$ cat src/rtl/lcd_char_arbiter.sv
// rtl/lcd_char_arbiter.sv - two-requester character arbiter feeding an LCD controller
//
// Purpose: accepts character-write requests from two requesters, latches the
// winner's character into info, strobes enviar for one cycle and then waits
// at least GAP_CYCLES cycles (and until the LCD is ready) before serving the
// next request.
//
// Optional feature macro: LCD_ARB_ROUND_ROBIN_EN
//   defined   : simultaneous requests alternate (requester not granted last wins)
//   undefined : req0 always wins simultaneous requests
//
// Ports:
//   clk         in   clock, all state changes on the rising edge
//   reset       in   asynchronous active-low reset
//   lcd_ready   in   LCD controller idle and able to accept a character
//   req0/req1   in   character-write requests
//   data0/data1 in   [7:0] characters offered by each requester
//   gnt0/gnt1   out  one-cycle acknowledge that the requester's data was latched
//   enviar      out  one-cycle send strobe to the LCD controller
//   info        out  [7:0] character presented to the LCD controller
//   busy        out  high in every state except IDLE
//   char_count  out  [CNT_W-1:0] running count of issued characters (wraps)

module lcd_char_arbiter #(
  parameter logic [31:0] GAP_CYCLES = 32'd2000,
  parameter int unsigned CNT_W      = 16
) (
  input  logic             clk,
  input  logic             reset,
  input  logic             lcd_ready,
  input  logic             req0,
  input  logic             req1,
  input  logic [7:0]       data0,
  input  logic [7:0]       data1,
  output logic             gnt0,
  output logic             gnt1,
  output logic             enviar,
  output logic [7:0]       info,
  output logic             busy,
  output logic [CNT_W-1:0] char_count
);

  typedef enum logic [1:0] {
    S_IDLE  = 2'd0,
    S_ISSUE = 2'd1,
    S_HOLD  = 2'd2
  } state_e;

  state_e           state_q, state_d;
  logic [7:0]       info_q, info_d;
  logic             gnt0_q, gnt0_d;
  logic             gnt1_q, gnt1_d;
  logic [CNT_W-1:0] cnt_q, cnt_d;
  logic [31:0]      hold_q, hold_d;
  logic             pick1;
  logic             hold_done;

  // Counter sits at GAP_CYCLES-1 once the minimum gap has elapsed.
  assign hold_done = (hold_q == (GAP_CYCLES - 32'd1));

`ifdef LCD_ARB_ROUND_ROBIN_EN
  // last_q = 1 means requester 1 received the most recent grant.
  logic last_q, last_d;

  always_comb begin
    last_d = last_q;
    if (gnt1_d) begin
      last_d = 1'b1;
    end else if (gnt0_d) begin
      last_d = 1'b0;
    end
  end

  always_ff @(posedge clk or negedge reset) begin
    if (!reset) begin
      last_q <= 1'b1;
    end else begin
      last_q <= last_d;
    end
  end

  // On a tie requester 1 wins only if requester 0 was granted last.
  assign pick1 = req1 & (~req0 | ~last_q);
`else
  assign pick1 = req1 & ~req0;
`endif

  always_comb begin
    state_d = state_q;
    info_d  = info_q;
    gnt0_d  = 1'b0;
    gnt1_d  = 1'b0;
    cnt_d   = cnt_q;
    hold_d  = hold_q;
    case (state_q)
      S_IDLE: begin
        if (lcd_ready && (req0 || req1)) begin
          state_d = S_ISSUE;
          if (pick1) begin
            info_d = data1;
            gnt1_d = 1'b1;
          end else begin
            info_d = data0;
            gnt0_d = 1'b1;
          end
        end
      end
      S_ISSUE: begin
        cnt_d   = cnt_q + CNT_W'(1);
        hold_d  = 32'd0;
        state_d = S_HOLD;
      end
      S_HOLD: begin
        if (!hold_done) begin
          hold_d = hold_q + 32'd1;
        end
        if (hold_done && lcd_ready) begin
          state_d = S_IDLE;
        end
      end
      default: begin
        state_d = S_IDLE;
      end
    endcase
  end

  always_ff @(posedge clk or negedge reset) begin
    if (!reset) begin
      state_q <= S_IDLE;
      info_q  <= 8'h00;
      gnt0_q  <= 1'b0;
      gnt1_q  <= 1'b0;
      cnt_q   <= '0;
      hold_q  <= 32'd0;
    end else begin
      state_q <= state_d;
      info_q  <= info_d;
      gnt0_q  <= gnt0_d;
      gnt1_q  <= gnt1_d;
      cnt_q   <= cnt_d;
      hold_q  <= hold_d;
    end
  end

  // Decoded from state so both fall as soon as reset asserts.
  assign enviar     = (state_q == S_ISSUE);
  assign busy       = (state_q != S_IDLE);
  assign gnt0       = gnt0_q;
  assign gnt1       = gnt1_q;
  assign info       = info_q;
  assign char_count = cnt_q;

endmodule

$ cat config.mk
export PLATFORM = sky130hd
export DESIGN_NAME = lcd_char_arbiter
export DESIGN_NICKNAME = d
export VERILOG_FILES = /design/src/rtl/lcd_char_arbiter.sv
export SDC_FILE = /design/constraint.sdc
export NUM_CORES = 1
export LEC_CHECK = 0
export BUFFER_PORTS_ARGS = -buffer_cell sky130_fd_sc_hd__buf_2
export CORE_UTILIZATION = 27
export DETAILED_ROUTE_END_ITERATION = 6
export PLACE_DENSITY = 0.56
export SETUP_SLACK_MARGIN = 0.2
export SYNTH_ARGS = -nofsm -noshare
export SYNTH_HDL_FRONTEND = slang
export SYNTH_SLANG_ARGS = --single-unit
$ cat constraint.sdc
create_clock -name clk -period 1.7 [get_ports clk]
set_input_delay 0.34 -clock clk [delete_from_list [all_inputs] [get_ports clk]]
set_output_delay 0.34 -clock clk [all_outputs]
set_load 0.05 [all_outputs]
**After elaboration in Yosys (flattened, before gate mapping)**

Index checks and enable logic that the tools add are counted.

- Add/sub/neg operators: 2
- Equal/unequal tests: 6
- Muxes and demuxes: 12
- Bitwise gates (word level): 2
- Reductions and logical operators: 9

Operators with widths:

| kind | count |
|---|---|
| $pmux W32 S2 | 1 |
| $add A32 B1 Y32 const B | 1 |
| $eq A32 B11 Y1 const B | 1 |
| $mux W32 | 1 |
| $add A16 B1 Y16 const B | 1 |
| $mux W8 | 1 |
| $mux W1 | 6 |
| $ne A2 B2 Y1 const B | 3 |
| $pmux W2 S3 | 1 |
| $reduce_and A2 Y1 | 3 |
| $mux W2 | 2 |
| $reduce_bool A2 Y1 | 2 |
| $eq A2 B1 Y1 const B | 1 |
| $eq A2 B2 Y1 const B | 1 |
| $logic_and A1 B1 Y1 | 2 |
| $logic_not A2 Y1 | 1 |
| $and A1 B1 Y1 | 1 |
| $logic_or A1 B1 Y1 | 1 |
| $not A1 Y1 | 1 |

- Flip-flop bits (word level): 60
- Input bits: 21
- Output and inout bits: 28
- Word-level logic and storage cells: 37

**Depth between registers and ports, before layout**

- Word-level depth: 5
- Mapped depth: 8
- Mapped depth without buffers: 6

**Least setup slack after synthesis**

Ideal clock, no wire load.

- Path kind: register to register
- Start: register state_q[1]
- End: register cnt_q[4], in the netlist char_count[4]
- Setup time: 0.141 ns
- Arrival time: 1.793 ns
- Required time: 1.559 ns
- Slack: -0.235 ns
- Stages on the path, launching flop included: 8
- Buffers on the path: 3
- Period minus slack after synthesis: 1.935 ns
- Cells stage by stage: dfrtp_1 buf_2 nand2b_1 buf_2 inv_2 clkbuf_1 nand4_1 xnor2_1

- Longest elaborated chain between the ends: 1

RTL lines:

| what | line | text |
|---|---|---|
| start: declaration | 49 | `state_e state_q, state_d;` |
| start signal: assignment | 136 | `state_q <= state_d;` |
| $eq A2 B1 Y1 | - |  |
| net enviar | 37 | `output logic enviar,` |
| end signal: assignment | 140 | `cnt_q <= cnt_d;` |
| end: declaration | 53 | `logic [CNT_W-1:0] cnt_q, cnt_d;` |

The timed path passes the listed nets, and every way through them passes these cells.
A chain may end at the register's enable or synchronous reset.

**Worst setup path in the final report**

- Start: register hold_q[1]
- End: register hold_q[14]

- Longest elaborated chain between the ends: 3
- Elaborated cells between the ends (all ways): 6
- Classes of those cells: add/sub (1); eq/ne (2); mux (2); reduce/logical (1)

RTL lines:

| what | line | text |
|---|---|---|
| start: declaration | 54 | `logic [31:0] hold_q, hold_d;` |
| start signal: assignment | 141 | `hold_q <= hold_d;` |
| $add A32 B1 Y32 / $eq A32 B11 Y1 (equally long branches) | 115, 59 |  |
| $mux W32 / $ne A2 B2 Y1 (equally long branches) | - |  |
| $pmux W32 S2 / $reduce_and A2 Y1 (equally long branches) | - |  |

Several ways; a longest one is shown, not always the timed one. The select of a mux whose other input is x is not followed.

==> results_dict.tcl <==
set metrics [dict create \
    portBuffers 48 \
    tightest_slew_ns 0.4880 \
    fmax_mhz 577.3 \
    reg2reg_slack_ns -0.03 \
    p_leak_nw 2.213 \
    r2r_cells 5 \
    slowest_stage "or3_4" \
    synthArstFlopShare_pct 100.0 \
    vias 2680 \
    synth-seq-cells 60 \
    hp-start "lcd_ready" \
    gp_congestion 0.7703 \
    cts_tree "built" \
    fin_hold_ws_ns 0.2458 \
    grt_overflow_total 0 \
    drt_wl_total_mm 7.885 \
    netlist_area_sq_um 2939 \
    synth-main-ff-cell "dfrtp_1" \
    slew_violations 0 \
    powerDensity_nw_per_um2 657.1 \
    path_clk_slew_ns 0.07 \
    drive_above_1_share_pct 51.06 \
    drt_first_pass_iters 4 \
    diodes 0 \
    synthTopCellsByCount "60 x dfrtp_1, 44 x nand2_1, 21 x mux2i_1" \
    die-area_sq_um 11310 \
    hold_depth 2 \
    vias_per_cell 4.777 \
    fp.dieW_um 106.3 \
    required_ns 1.97 \
    wl_per_cell_um 14.06 \
    nNetsFinal 443 \
    cts_buffers 9 \
    cts_max_level 3 \
    hold_viol_final 0 \
    antenna_found_initial 0 \
    grt_pass1_wl_mm 12.32 \
    cpPeakStageDelay_ns 0.46 \
    holdCritPathClass "in -> reg" \
    cts_root_buffer "clkbuf_8" \
    post-dp-hpwl_mm 5.204 \
    relSlewSlack_pct 67.46 \
    synth_edf_count 0 \
    postSynthAreaPerCell_sq_um 9.929 \
    grt_max_degree 25 \
    drc 0 \
    grt_pass1_vias 2531 \
    cp-start-kind "register" \
    ys_types 37 \
    yosysMostFrequentCell "dfrtp_1" \
    fin_ws_ns -0.03219 \
    drtAntennaViolNets 0 \
    io_pins 49 \
    setup_viol_count_final 2 \
    outcome "finished, violations left" \
    cp.arrival_ns 2.00 \
    clk_latency_ns 0.35 \
    period_share_pct 101.9 \
    cp_max_fo 5 \
    path_class "reg -> reg" \
    syn-num-nets 319 \
    peakVddDrop_mv 0.2811 \
    start_util_pct 28.22 \
    fin_crit_ns 1.732 \
    rows 37 \
    coreArea_sq_um 10420 \
    endpoint_kind "register" \
    cts_sinks 60 \
    die_y_um 106.3 \
    path_cells "ha_4 -> nand3_4 -> or3_4 -> or4_1 -> a21oi_1" \
    max_cap_viol_count 0 \
    p_total_mw 3.029 \
    failed_checks "setup timing" \
    clock_skew_ns 0.008740 \
    rsz0062_at_grt "yes" \
    yosysSeqAreaShare_pct 51.09 \
    cts_buffer_depth 2 \
    grt_usage_pct 14.06 \
    reg2reg_from "hold_q[1]" \
    synth_area_leader_cell "dfrtp_1" \
    yosysTopAreaCellShare_pct 51.09 \
    ys_warn_count 0 \
    drt-initial-drc-count 75 \
    fillerInstances 972 \
    synthCells 296 \
    synth_area_leaders "dfrtp_1 51%, mux2i_1 7.2%, nand2_1 5.6%" \
    worst_r2r_endpoint "hold_q[14]" \
    hold_path_end "state_q[1]" \
    syn2layout_area_growth_pct 56.83 \
]
logic make-up (layout without fill, tap and decap cells):
logic type	after synthesis	in the layout	share of synthesized area (%)
AOI/OAI and AO/OA	39	39	7.833
xor gates and xnor gates	17	17	5.066
adders and majority gates	2	2	0.8513
buffers and inverters	17	146	2.384
DFF	60	60	51.09
muxes	21	21	7.152
and+or+nand+nor	140	140	25.63
where the power goes:
| part | internal, mW | total [mW] | switching [mW] | leakage (nW) |
|---|---|---|---|---|
| registers | 1.43 | 1.43 | 0 | 0.794 |
| clock network | 0.941 | 1.52 | 0.583 | 0.122 |
| logic | 0.0346 | 0.0787 | 0.0441 | 1.30 |
| total | 2.40 | 3.03 | 0.627 | 2.21 |
worst max path at each step:
stage | slack, ns | cells after the start | end | startpoint
2_1_floorplan | 0.07 | 5 | hold_q[14] | hold_q[0]
3_3_place_gp | -0.08 | 5 | hold_q[3] | hold_q[29]
3_5_place_dp | -0.11 | 6 | hold_q[4] | hold_q[29]
4_1_cts | 0.02 | 6 | hold_q[4] | hold_q[14]
5_1_grt | -0.14 | 6 | hold_q[24] | hold_q[1]
6_report | -0.03 | 5 | hold_q[14] | hold_q[1]
state kept, by name (all words and copies together), names as in the netlist:
name	flops
state_q	2
info	8
char_count	16
gnt1	1
hold_q	32
gnt0	1
worst max-delay path, delay by kind of cell (launching register included):
| family | cells | cell delay (ns) |
|---|---|---|
| flops | 1 | 0.40 |
| compound gates | 1 | 0.13 |
| fa+ha+maj | 1 | 0.16 |
| simple gates | 3 | 0.96 |
cell usage in the layout, fill, tap and decap left out, drive strengths merged:
| cell type | count |
|---|---|
| a21oi | 5 |
| and3 | 4 |
| and4 | 3 |
| buf | 123 |
| bufinv | 2 |
| clkbuf | 12 |
| clkinv | 2 |
| dfrtp | 60 |
| dlygate4sd3 | 1 |
| ha | 2 |
| inv | 6 |
| mux2i | 21 |
| nand2 | 44 |
| nand2b | 4 |
| nand3 | 23 |
| nand4 | 17 |
| nand4b | 1 |
| nor2 | 15 |
| nor2b | 5 |
| nor3 | 8 |
| nor4 | 9 |
| nor4b | 1 |
| o211ai | 7 |
| o21a | 1 |
| o21ai | 19 |
| o22ai | 2 |
| o31ai | 5 |
| or3 | 5 |
| or4 | 1 |
| xnor2 | 11 |
| xor2 | 6 |
final cells by class:
cell class              count  area [sq um]  area share (%)
clock buffers              12         165.2           3.583
clock inverters             4         70.07           1.520
inverters                   6         25.02          0.5429
multi-input cells         219          1752           38.00
flip-flops and latches     60          1521           33.01
well taps                 136         170.2           3.692
repair buffers            124         905.9           19.65
metal layers:
metal	track usage [%]	vias up	share of wire, %
met1	18.28	1278	45
li1	-	1323	-
met2	22.31	65	48
met4	6.548	0	2.2
met5	0	-	0
met3	2.882	14	4.4
stage by stage:
step | area, sq um | TNS, ns | utilization (%) | cells | setup WS [ns]
6_report | 4609 | -0.05975 | 44.25 | 561 | -0.03219
5_1_grt | 4609 | -0.7579 | 44.25 | 561 | -0.1390
4_1_cts | 4232 | 0 | 40.62 | 541 | 0.01644
3_5_place_dp | 3732 | -0.6117 | 35.83 | 513 | -0.1131
3_3_place_gp | 3732 | -0.5612 | 35.83 | 513 | -0.08207
2_1_floorplan | 3049 | 0 | - | 296 | 0.07266
what timing repair did:
| item | in CTS | in global routing |
|---|---|---|
| pin swaps | 21 | 31 |
| cloned | 0 | 0 |
| hold endpoints to repair | 7 | 0 |
| hold buffers | 1 | 0 |
| endpoints found under the setup margin | 33 | 39 |
| resized for setup | 42 | 54 |
| buffers inserted | 11 | 20 |
Power figures use the tool's default switching activity.
